File: src/rtl/axi_build_info_pkg.sv
// rtl/axi_build_info_pkg.sv - shared constants and FSM state types for axi_build_info
package axi_build_info_pkg;

    localparam logic [1:0] RESP_OKAY   = 2'b00;
    localparam logic [1:0] RESP_EXOKAY = 2'b01;
    localparam logic [1:0] RESP_SLVERR = 2'b10;
    localparam logic [1:0] RESP_DECERR = 2'b11;

    // Word indices (byte address >> 2)
    localparam int IDX_MAJOR       = 0;
    localparam int IDX_MINOR       = 1;
    localparam int IDX_BUILD       = 2;
    localparam int IDX_RCAND       = 3;
    localparam int IDX_DATE        = 4;
    localparam int IDX_RTL_TYPE    = 5;
    localparam int IDX_RTL_SUBTYPE = 6;
    localparam int IDX_SCRATCH     = 7;
    localparam int IDX_UPTIME      = 8;
    localparam int IDX_CAPS        = 9;
    localparam int HASH_BASE_IDX   = 16;

    localparam logic [7:0] CAPS_FEATURES = 8'h03;

    typedef enum logic {R_IDLE, R_RESP} rd_state_e;
    typedef enum logic {W_COLLECT, W_RESP} wr_state_e;

endpackage

File: src/rtl/axi_build_info_uptime_counter.sv
// rtl/axi_build_info_uptime_counter.sv - clock prescaler driving a 32-bit seconds counter
module uptime_counter #(
    parameter int CLK_FREQ_HZ = 250000000
) (
    input  logic        clk,
    input  logic        rst_n,
    output logic [31:0] uptime_sec
);

    localparam int PRE_W = $clog2(CLK_FREQ_HZ);
    localparam logic [PRE_W-1:0] PRE_LAST = PRE_W'(CLK_FREQ_HZ - 1);

    logic [PRE_W-1:0] prescaler;

    always_ff @(posedge clk or negedge rst_n) begin
        if (!rst_n) begin
            prescaler  <= '0;
            uptime_sec <= '0;
        end else if (prescaler == PRE_LAST) begin
            prescaler  <= '0;
            uptime_sec <= uptime_sec + 32'd1;
        end else begin
            prescaler <= prescaler + PRE_W'(1);
        end
    end

endmodule

File: src/rtl/axi_build_info.sv
// rtl/axi_build_info.sv - AXI4-Lite slave reporting build identity, scratch, uptime and caps
module axi_build_info
    import axi_build_info_pkg::*;
#(
    parameter int                       AXI_ADDR_WIDTH = 8,
    parameter int                       HASH_WORDS     = 5,
    parameter int                       CLK_FREQ_HZ    = 250000000,
    parameter logic [31:0]              VERSION_MAJOR  = 32'd0,
    parameter logic [31:0]              VERSION_MINOR  = 32'd0,
    parameter logic [31:0]              VERSION_BUILD  = 32'd0,
    parameter logic [31:0]              VERSION_RCAND  = 32'd0,
    parameter logic [31:0]              VERSION_DATE   = 32'd0,
    parameter logic [31:0]              RTL_TYPE       = 32'd0,
    parameter logic [31:0]              RTL_SUBTYPE    = 32'd0,
    parameter logic [HASH_WORDS*32-1:0] GIT_HASH       = '0
) (
    input  logic                      AXI_ACLK,
    input  logic                      AXI_ARESETN,
    input  logic [AXI_ADDR_WIDTH-1:0] S_AXI_AWADDR,
    input  logic                      S_AXI_AWVALID,
    output logic                      S_AXI_AWREADY,
    input  logic [2:0]                S_AXI_AWPROT,
    input  logic [31:0]               S_AXI_WDATA,
    input  logic [3:0]                S_AXI_WSTRB,
    input  logic                      S_AXI_WVALID,
    output logic                      S_AXI_WREADY,
    output logic [1:0]                S_AXI_BRESP,
    output logic                      S_AXI_BVALID,
    input  logic                      S_AXI_BREADY,
    input  logic [AXI_ADDR_WIDTH-1:0] S_AXI_ARADDR,
    input  logic                      S_AXI_ARVALID,
    output logic                      S_AXI_ARREADY,
    input  logic [2:0]                S_AXI_ARPROT,
    output logic [31:0]               S_AXI_RDATA,
    output logic [1:0]                S_AXI_RRESP,
    output logic                      S_AXI_RVALID,
    input  logic                      S_AXI_RREADY
);

    localparam int IDXW = AXI_ADDR_WIDTH - 2;

    rd_state_e        rd_state, rd_state_d;
    wr_state_e        wr_state, wr_state_d;
    logic [IDXW-1:0]  ar_idx, aw_idx;
    logic [31:0]      rd_mux, scratch, uptime_sec, wdata_q;
    logic [3:0]       wstrb_q;
    logic [1:0]       rd_resp_d, wr_resp_d;
    logic             ar_hs, aw_hs, w_hs, aw_held, w_held, wr_commit;
    logic             unused_bits;

    assign unused_bits = ^{S_AXI_AWPROT, S_AXI_ARPROT, S_AXI_AWADDR[1:0], S_AXI_ARADDR[1:0]};

    function automatic logic idx_mapped(input logic [IDXW-1:0] idx);
        return (idx <= IDXW'(IDX_CAPS)) ||
               ((idx >= IDXW'(HASH_BASE_IDX)) && (idx < IDXW'(HASH_BASE_IDX + HASH_WORDS)));
    endfunction

    uptime_counter #(.CLK_FREQ_HZ(CLK_FREQ_HZ)) u_uptime (
        .clk        (AXI_ACLK),
        .rst_n      (AXI_ARESETN),
        .uptime_sec (uptime_sec)
    );

    // Handshake readiness is a pure function of state so an async reset drops VALIDs at once
    assign S_AXI_ARREADY = (rd_state == R_IDLE);
    assign S_AXI_RVALID  = (rd_state == R_RESP);
    assign S_AXI_AWREADY = (wr_state == W_COLLECT) && !aw_held;
    assign S_AXI_WREADY  = (wr_state == W_COLLECT) && !w_held;
    assign S_AXI_BVALID  = (wr_state == W_RESP);

    assign ar_idx = S_AXI_ARADDR[AXI_ADDR_WIDTH-1:2];
    assign ar_hs  = S_AXI_ARVALID && S_AXI_ARREADY;
    assign aw_hs  = S_AXI_AWVALID && S_AXI_AWREADY;
    assign w_hs   = S_AXI_WVALID && S_AXI_WREADY;

    always_comb begin
        rd_mux    = '0;
        rd_resp_d = RESP_OKAY;
        case (ar_idx)
            IDXW'(IDX_MAJOR):       rd_mux = VERSION_MAJOR;
            IDXW'(IDX_MINOR):       rd_mux = VERSION_MINOR;
            IDXW'(IDX_BUILD):       rd_mux = VERSION_BUILD;
            IDXW'(IDX_RCAND):       rd_mux = VERSION_RCAND;
            IDXW'(IDX_DATE):        rd_mux = VERSION_DATE;
            IDXW'(IDX_RTL_TYPE):    rd_mux = RTL_TYPE;
            IDXW'(IDX_RTL_SUBTYPE): rd_mux = RTL_SUBTYPE;
            IDXW'(IDX_SCRATCH):     rd_mux = scratch;
            IDXW'(IDX_UPTIME):      rd_mux = uptime_sec;
            IDXW'(IDX_CAPS):        rd_mux = {16'h0, 8'(HASH_WORDS), CAPS_FEATURES};
            default:                rd_resp_d = RESP_DECERR;
        endcase
        // Hash word 0 is the most-significant slice of GIT_HASH
        for (int i = 0; i < HASH_WORDS; i++) begin
            if (ar_idx == IDXW'(HASH_BASE_IDX + i)) begin
                rd_mux    = GIT_HASH[(HASH_WORDS-1-i)*32 +: 32];
                rd_resp_d = RESP_OKAY;
            end
        end
    end

    always_comb begin
        rd_state_d = rd_state;
        case (rd_state)
            R_IDLE: if (ar_hs) rd_state_d = R_RESP;
            R_RESP: if (S_AXI_RREADY) rd_state_d = R_IDLE;
        endcase
    end

    always_ff @(posedge AXI_ACLK or negedge AXI_ARESETN) begin
        if (!AXI_ARESETN) begin
            rd_state    <= R_IDLE;
            S_AXI_RDATA <= '0;
            S_AXI_RRESP <= RESP_OKAY;
        end else begin
            rd_state <= rd_state_d;
            if (ar_hs) begin
                S_AXI_RDATA <= rd_mux;
                S_AXI_RRESP <= rd_resp_d;
            end
        end
    end

    always_comb begin
        wr_state_d = wr_state;
        wr_commit  = 1'b0;
        if (aw_idx == IDXW'(IDX_SCRATCH)) wr_resp_d = RESP_OKAY;
        else if (idx_mapped(aw_idx))      wr_resp_d = RESP_SLVERR;
        else                              wr_resp_d = RESP_DECERR;
        case (wr_state)
            W_COLLECT: if (aw_held && w_held) begin
                wr_commit  = 1'b1;
                wr_state_d = W_RESP;
            end
            W_RESP: if (S_AXI_BREADY) wr_state_d = W_COLLECT;
        endcase
    end

    always_ff @(posedge AXI_ACLK or negedge AXI_ARESETN) begin
        if (!AXI_ARESETN) begin
            wr_state    <= W_COLLECT;
            aw_held     <= 1'b0;
            w_held      <= 1'b0;
            aw_idx      <= '0;
            wdata_q     <= '0;
            wstrb_q     <= '0;
            scratch     <= '0;
            S_AXI_BRESP <= RESP_OKAY;
        end else begin
            wr_state <= wr_state_d;
            if (aw_hs) begin
                aw_held <= 1'b1;
                aw_idx  <= S_AXI_AWADDR[AXI_ADDR_WIDTH-1:2];
            end
            if (w_hs) begin
                w_held  <= 1'b1;
                wdata_q <= S_AXI_WDATA;
                wstrb_q <= S_AXI_WSTRB;
            end
            if (wr_commit) begin
                S_AXI_BRESP <= wr_resp_d;
                if (wr_resp_d == RESP_OKAY) begin
                    for (int k = 0; k < 4; k++) begin
                        if (wstrb_q[k]) scratch[8*k +: 8] <= wdata_q[8*k +: 8];
                    end
                end
            end
            if ((wr_state == W_RESP) && S_AXI_BREADY) begin
                aw_held <= 1'b0;
                w_held  <= 1'b0;
            end
        end
    end

endmodule

File: config.mk
export PLATFORM = sky130hd
export DESIGN_NAME = axi_build_info
export DESIGN_NICKNAME = d
export VERILOG_FILES = /design/src/rtl/axi_build_info_pkg.sv /design/src/rtl/axi_build_info_uptime_counter.sv /design/src/rtl/axi_build_info.sv
export SDC_FILE = /design/constraint.sdc
export NUM_CORES = 1
export LEC_CHECK = 0
export ABC_AREA = 1
export CAP_MARGIN = 20
export CORE_MARGIN = 2
export CORE_UTILIZATION = 45
export DETAILED_ROUTE_END_ITERATION = 7
export PLACE_DENSITY_LB_ADDON = 0.08
export SLEW_MARGIN = 20
export SYNTH_ARGS = -nofsm -noshare
export SYNTH_HDL_FRONTEND = slang
export SYNTH_HIERARCHICAL = 1
export SYNTH_SLANG_ARGS = --single-unit
File: constraint.sdc
create_clock -name AXI_ACLK -period 1.75 [get_ports AXI_ACLK]
set_input_delay 0.175 -clock AXI_ACLK [delete_from_list [all_inputs] [get_ports AXI_ACLK]]
set_output_delay 0.175 -clock AXI_ACLK [all_outputs]
set_load 0.05 [all_outputs]
==> metrics.md, run 1 <==
| Metric | Value |
|---|---|
| Peak fanout along the critical path | 21 |
| Reg2Reg Capture Point | u_uptime/uptime_sec[2]$_DFFE_PN0N_ |
| Initial drt markers | 452 |
| Die width | 144 microns |
| Hold Violations, Final | 0 |
| Switch share | 31.5% |
| Comb power frac | 19.3% |
| Final core occ | 56.3% |
| Starting Density | 45.6% |
| Clock-pin slew on the worst setup and hold paths | 70 ps |
| Clock buffer count from CTS | 17 |
| Max-cap violations | 0 |
| Final Max Tran Viols | 0 |
| Req. time, crit path | 2070 ps |
| Vias per Instance | 4.89 |
| Post-DRT Antenna Nets | 0 |
| DR top layer | met4 |
| Post-route minimum period | 1640 ps |
| Worst Path Arrival | 1960 ps |
| Post-synth EDFFs | 0 |
| Setup Slack @ Placement | 49.1 ps |
| Residual DRC | 0 |
| Setup Skew | 9.62 ps |
| HPWL after detailed placement | 16,000 microns |
| Kind of critical path | reg2reg |
| Max VDD drop | 0.00113 V |
| Layout Nets | 1,326 |
| Layout cell share with drive strength beyond 1 | 12.2% |
| Vias in the first global route | 7,252 |
| Top cell type's share of synthesized area | 49.1% |
| Internal Power | 7.70 mW |
| Net Switching | 3.53 mW |
| Clock Power Share | 33.0% |
| Synth async-reset ratio | 100% |
| CTS tree | built |
| Area Overhead vs Synth | 23.4% |
| F_max | 609 MHz |
| Worst hold slack | 241 ps |
| Clock Sinks | 173 |
| Status | finished clean |
| R2r setup slk | 110 ps |
| Ys flop type | dfrtp_1 |
| Critical Path Source Type | flip-flop |
| Syn nets | 1,205 |
| Synth area leader | dfrtp_1 |
| GRT overflow | 0 |
| Seq/Total Area, Yosys | 49.1% |
| First-pass GRT wire length | 36,600 microns |
| Pre-antenna DRT Iters | 7 |
| Critical Path Source | u_uptime/prescaler[0]$_DFF_PN0_ |
| # IOs | 106 |
| Reg2Reg Depth | 9 |
| Met2 wire len | 10,400 microns |
| Largest net degree at the start of global routing | 54 |
| Leakage power | 5.39 nW |
| CTS Root Buffer Type | clkbuf_16 |
| Syn Area/Cell | 7.76 sq um |
| Die area | 20,700 sq um |
| Gate Count Post-Synth | 1,138 |
| Total power | 11.2 mW |
| Final setup TNS | 0 ps |
| GRT Total Usage | 22.7% |
| Routed len/inst | 14.2 microns |
| WL met3 | 847 microns |
| Via count | 7,518 |
| Routability Congestion | 0.961 |
| CP endpoint kind | flip-flop |
| Synth cell count leaders | 426 x nand2_1, 173 x dfrtp_1, 125 x nor2_1, 102 x nand3_1, 101 x inv_1 |
| Yosys warns | 6 |
| H-tree Lvls | 4 |
| Die Height | 144 microns |
| Final worst-path cycle share | 93.8% |
| Filler cell count | 1,857 |
| Setup violators final | 0 |
| Reg2Reg Launch Point | u_uptime/prescaler[0]$_DFF_PN0_ |
| Synth Register Bits | 173 |
| Initial antenna violation count | 0 |
| Final worst slack | 108 ps |
| # port buffers | 95 |
| Clk buf depth | 2 |
| Core area | 19,300 sq um |
| Proportion of power drawn by flip-flops and latches | 47.7% |
| Synth top area cells | dfrtp_1 49%, nand2_1 18%, nand3_1 5.8% |
| Clock latency on the worst-skew pair | 430 ps |
| Ant. Diodes | 0 |
| Rows | 51 |
| Metal-1 WL | 10,300 microns |
| Min-Delay Path Class | in2async |
| Routed wire length | 21,900 microns |
| Worst slew pin tran | 518 ps |
| Netlist Area Pre-Place | 8830 sq um |
| Power per cell area | 1030 nW/um^2 |
| Most frequent cell after synthesis | nand2_1 |
| Relative slew slack | 65.6% |
| Synth cell types | 32 |
| Worst setup path endpoint | u_uptime/uptime_sec[2]$_DFFE_PN0N_ |
-- routing by layer --
layer | up-vias | track usage [%]
li1 | 3820 | -
met1 | 3527 | 31.5
met2 | 148 | 36.7
met3 | 23 | 4.21
met4 | 0 | 5.93
met5 | - | 0
-- cells in the final DEF, fill, tap and decap left out, types with 10 or more instances in the layout --
cell type        instances
dlygate4sd2_1           36
clkdlybuf4s50_1         53
nand3_1                102
dfrtp_1                172
a21oi_1                 12
nand4_1                 10
o21ai_1                 25
o21ai_0                 21
buf_12                  10
mux2_2                  36
buf_4                   30
nand2_1                426
nor2_2                  11
nand3b_1                12
nor2_1                 120
inv_1                  100
xor2_1                  16
clkbuf_16               17
-- flip-flops by register name, summed over array words and instances (netlist names), 2 cells and up --
signal	flops
aw_idx	6
u_uptime/prescaler	28
u_uptime/uptime_sec	32
wstrb_q	4
S_AXI_RDATA	32
scratch	32
S_AXI_BRESP	2
wdata_q	32
-- cell type report --
type | instances | area [sq um] | share of cell area [%]
Inverter | 112 | 429 | 3.94
Tap cell | 265 | 332 | 3.04
Clock buffer | 17 | 425 | 3.91
Clock inverter | 14 | 141 | 1.30
Timing Repair Buffer | 132 | 1300 | 12.0
Sequential cell | 173 | 4330 | 39.8
Multi-Input combinational cell | 823 | 3930 | 36.1
-- worst min path at each step --
stage | endpoint | slack, ps | cells past startpoint
floorplan | S_AXI_BRESP[0]$_DFFE_PN0P_ | -120 | 0
global placement | S_AXI_RDATA[31]$_DFFE_PN0P_ | 130 | 1
detailed placement | u_uptime/uptime_sec[31]$_DFFE_PN0N_ | 130 | 1
CTS | S_AXI_RDATA[31]$_DFFE_PN0P_ | 260 | 2
global route | scratch[29]$_DFFE_PN0P_ | 300 | 2
finish | scratch[29]$_DFFE_PN0P_ | 240 | 2
-- timing repair --
| action | CTS | global route |
|---|---|---|
| cloned | 0 | 0 |
| gates resized for setup | 36 | 7 |
| pin swaps | 0 | 2 |
| hold buffers | 1 | 0 |
| setup endpoints to repair | 36 | 29 |
| endpoints found under the hold margin | 37 | 0 |
| setup buffers | 0 | 4 |
-- metrics by stage --
step           instance area, sq um  cells
2_1_floorplan                  8850   1138
3_3_place_gp                  10300   1500
3_5_place_dp                  10300   1500
4_1_cts                       10800   1532
5_1_grt                       10900   1536
6_report                      10900   1536
-- power groups by stage --
stage                     sequential (mW)  clock [mW]  combinational [mW]
after floorplan                      5.41           0                1.38
after global placement               5.42           0                2.18
after detailed placement             5.43           0                2.23
after CTS                            5.35        3.82                2.21
after global routing                 5.46        3.98                2.43
final                                5.35        3.71                2.17
-- worst max-delay path: stages, from the launching register on --
cell and delay [ps]:
dfrtp_1 370, ha_2 200, nand2_2 90, nor2_2 140
nand2_2 110, nor2_4 140, nand2_1 90, buf_12 170
o21ai_0 140, nand2_1 60
-- kinds of logic after synthesis --
kind of cell	synth area share, %
AO/OA/AOI/OAI	3.49
XOR/XNOR	1.89
adder cells (fa/ha/maj)	0.283
buffers and inverters	6.90
flip-flops	49.1
multiplexers	4.59
AND/OR/NAND/NOR	33.8
Note: power is estimated with default switching activity, not from simulation.
==> run 2, diff against run 1 <==
Settings changed: CELL_PAD_IN_SITES_DETAIL_PLACEMENT set to 1, CELL_PAD_IN_SITES_GLOBAL_PLACEMENT set to 1, CORE_MARGIN 2 to not set, CORE_UTILIZATION 45 to 42.
==> run 2 against run 1 <==
Against the previous run: first-iteration DRC count is 1.1% higher; critical path depth is 1 higher; clock power is 9.7% higher; sequential power is 2% higher; combinational power is 4% higher; cell count is 1.2% higher; critical path type unchanged; largest cell class unchanged; largest power group unchanged.
==> metrics.md, run 2 (synthesis results as in run 1) <==
| Metric | Value |
|---|---|
| Status | finished clean |
| Pre-antenna DRT Iters | 5 (-2) |
| Crit-path cells | ha_4 > nand2_2 > nor2_4 > nand2_1 > nor2_1 > nand2_1 > inv_2 > buf_12 > nand2_1 > nand2_1 |
| H-tree Lvls | 4 (unchanged) |
| Routed wire length | 26,600 microns (+22%) |
| Post-route minimum period | 1670 ps (+27.1 ps) |
| Kind of critical path | reg2reg |
| CP max stage delay | 400 ps (+30 ps) |
| Final core occ | 54.3% (-2.1 points) |
| Die Height | 147 microns (+2.0%) |
| GRT Total Usage | 26.1% (+3.5 points) |
| Peak fanout along the critical path | 14 (-33%) |
| Worst slew pin tran | 518 ps (-0.174 ps) |
| Setup Slack @ Placement | -27.9 ps (-77.0 ps) |
| Max-cap violations | 0 (unchanged) |
| CP delay by family, top | simple AND/OR/NAND/NOR gates |
| F_max | 599 MHz (-1.6%) |
| Crit-path slowest cell | dfrtp_1 |
| Setup violators final | 0 (unchanged) |
| CTS Root Buffer Type | clkbuf_16 |
| Req. time, crit path | 2110 ps (+40 ps) |
| Die width | 147 microns (+2.0%) |
| Worst Path Arrival | 2030 ps (+70 ps) |
| Routability Congestion | 0.897 (-6.7%) |
| Setup Skew | 20.4 ps (+10.8 ps) |
| Max VDD drop | 0.000946 V (-16%) |
| Clock Sinks | 173 (unchanged) |
| Clk buf depth | 2 (unchanged) |
| Reg2Reg Capture Point | u_uptime/uptime_sec[16]$_DFFE_PN0N_ |
| Relative slew slack | 65.6% (about the same) |
| CTS tree | built |
| Final worst-path cycle share | 95.4% (+1.5 points) |
| Vias in the first global route | 8,197 (+13%) |
| Rows | 52 (+2.0%) |
| # IOs | 106 (unchanged) |
| Layout Nets | 1,339 (+0.98%) |
| Clock-pin slew on the worst setup and hold paths | 80 ps (about the same) |
| Final worst slack | 81.2 ps (-27.1 ps) |
| Post-DRT Antenna Nets | 0 (unchanged) |
| Reg2Reg Depth | 10 (+1) |
| # port buffers | 95 (unchanged) |
| Die area | 21,600 sq um (+4.1%) |
| Critical Path Source Type | flip-flop |
| Reg2Reg Launch Point | u_uptime/prescaler[0]$_DFF_PN0_ |
| Residual DRC | 0 (unchanged) |
| Final setup TNS | 0 ps (unchanged) |
| Worst path buffer plus inverter count | 2 (+1) |
| Largest net degree at the start of global routing | 47 (-13%) |
| Starting Density | 43.2% (-2.4 points) |
| Initial antenna violation count | 0 (unchanged) |
| Commonest non-fill, non-tap cell in the layout | nand2_1 |
| CP endpoint kind | flip-flop |
| Leakage power | 5.46 nW (+1.2%) |
| Clock buffer count from CTS | 17 (unchanged) |
| HPWL after detailed placement | 19,600 microns (+22%) |
| Routed len/inst | 17.1 microns (+20%) |
| Via count | 7,925 (+5.4%) |
| Layout cell share with drive strength beyond 1 | 14.1% (+1.9 points) |
| Filler cell count | 2,545 (+37%) |
| Commonest non-fill, non-tap cells in the layout | 425 x nand2_1, 169 x dfrtp_1, 116 x nor2_1 |
| Most numerous cell on the critical path | nand2_1 |
| Stages on worst setup path | 10 (+1) |
| Min-Delay Path Class | in2async |
| Area Overhead vs Synth | 25.6% |
| GRT overflow | 0 (unchanged) |
| Hold Violations, Final | 0 (unchanged) |
| Final Max Tran Viols | 0 (unchanged) |
| Clock latency on the worst-skew pair | 440 ps (about the same) |
| Vias per Instance | 5.10 (+4.1%) |
| Power per cell area | 1060 nW/um^2 (+3.0%) |
| First-pass GRT wire length | 43,900 microns (+20%) |
| Ant. Diodes | 0 (unchanged) |
| R2r setup slk | 80 ps (-30 ps) |
| Initial drt markers | 457 (+1.1%) |
| Core area | 20,400 sq um (+5.7%) |
## run 2: changes by cell type in the layout (fill, tap and decap cells not counted), sizes merged
cell,change
clkinv,+1
bufinv,+1
buf,+17
dlygate4sd2,-4
clkinvlp,+1
inv,-2
## run 2: worst max-delay path by stage
| stage | start | end | slack, ps |
|---|---|---|---|
| after CTS | u_uptime/prescaler[0]$_DFF_PN0_ | u_uptime/uptime_sec[2]$_DFFE_PN0N_ | 8 |
| final | u_uptime/prescaler[0]$_DFF_PN0_ | u_uptime/uptime_sec[16]$_DFFE_PN0N_ | 80 |
| after global routing | u_uptime/prescaler[0]$_DFF_PN0_ | u_uptime/uptime_sec[16]$_DFFE_PN0N_ | -60 |
| after global placement | S_AXI_ARADDR[4] | S_AXI_RDATA[11]$_DFFE_PN0P_ | 8 |
| after floorplan | S_AXI_BVALID$_DFF_PN0_ | wdata_q[10]$_DFFE_PN0P_ | -6 |
| after detailed placement | u_uptime/prescaler[0]$_DFF_PN0_ | u_uptime/uptime_sec[2]$_DFFE_PN0N_ | -30 |
## run 2: stage by stage
stage / hold slack, ps / area (sq um) / instances / total power, mW
after floorplan: -121 / 8850 / 1138 / 6.79
after global placement: 97.7 / 10400 / 1517 / 7.65
after detailed placement: 99.8 / 10400 / 1517 / 7.80
after CTS: 202 / 11000 / 1550 / 11.9
after global routing: 217 / 11100 / 1555 / 12.3
final: 200 / 11100 / 1555 / 11.8
## run 2: report_power, final
group | switching (mW) | total [mW] | internal, mW
clock | 1.97 | 4.07 | 2.10
sequential | 0.626 | 5.45 | 4.82
combinational | 1.27 | 2.25 | 0.981
## run 2: what timing repair did
item / CTS / global route
hold buffers: 1 / 0
gates cloned: 0 / 0
pin swaps: 0 / 2
endpoints found under the hold margin: 47 / 0
resized for setup: 34 / 16
setup endpoints to repair: 38 / 34
buffers inserted: 0 / 5
## run 2: routing by layer
metal	up-vias	share of wire (%)	track usage, %
met3	21	3.6	5.00
met5	-	0	0
met4	0	1.1	5.62
met1	3934	47	35.9
li1	3832	-	-
met2	138	48	43.0
## run 2: final cells by class
type                    count  area [sq um]  area share [%]
flip-flops and latches    173          4330            39.1
clock inverters            15           206            1.86
repair buffers            145          1400            12.6
multi-input cells         823          3960            35.7
inverters                 112           429            3.87
clock buffers              17           425            3.84
well taps                 270           338            3.05
==> run 3, diff against run 2 <==
Settings changed: ABC_CLOCK_PERIOD_IN_PS set to 1750.
==> results of run 3 <==
No change in the layout: final DEF, timing and power equal those of run 2.
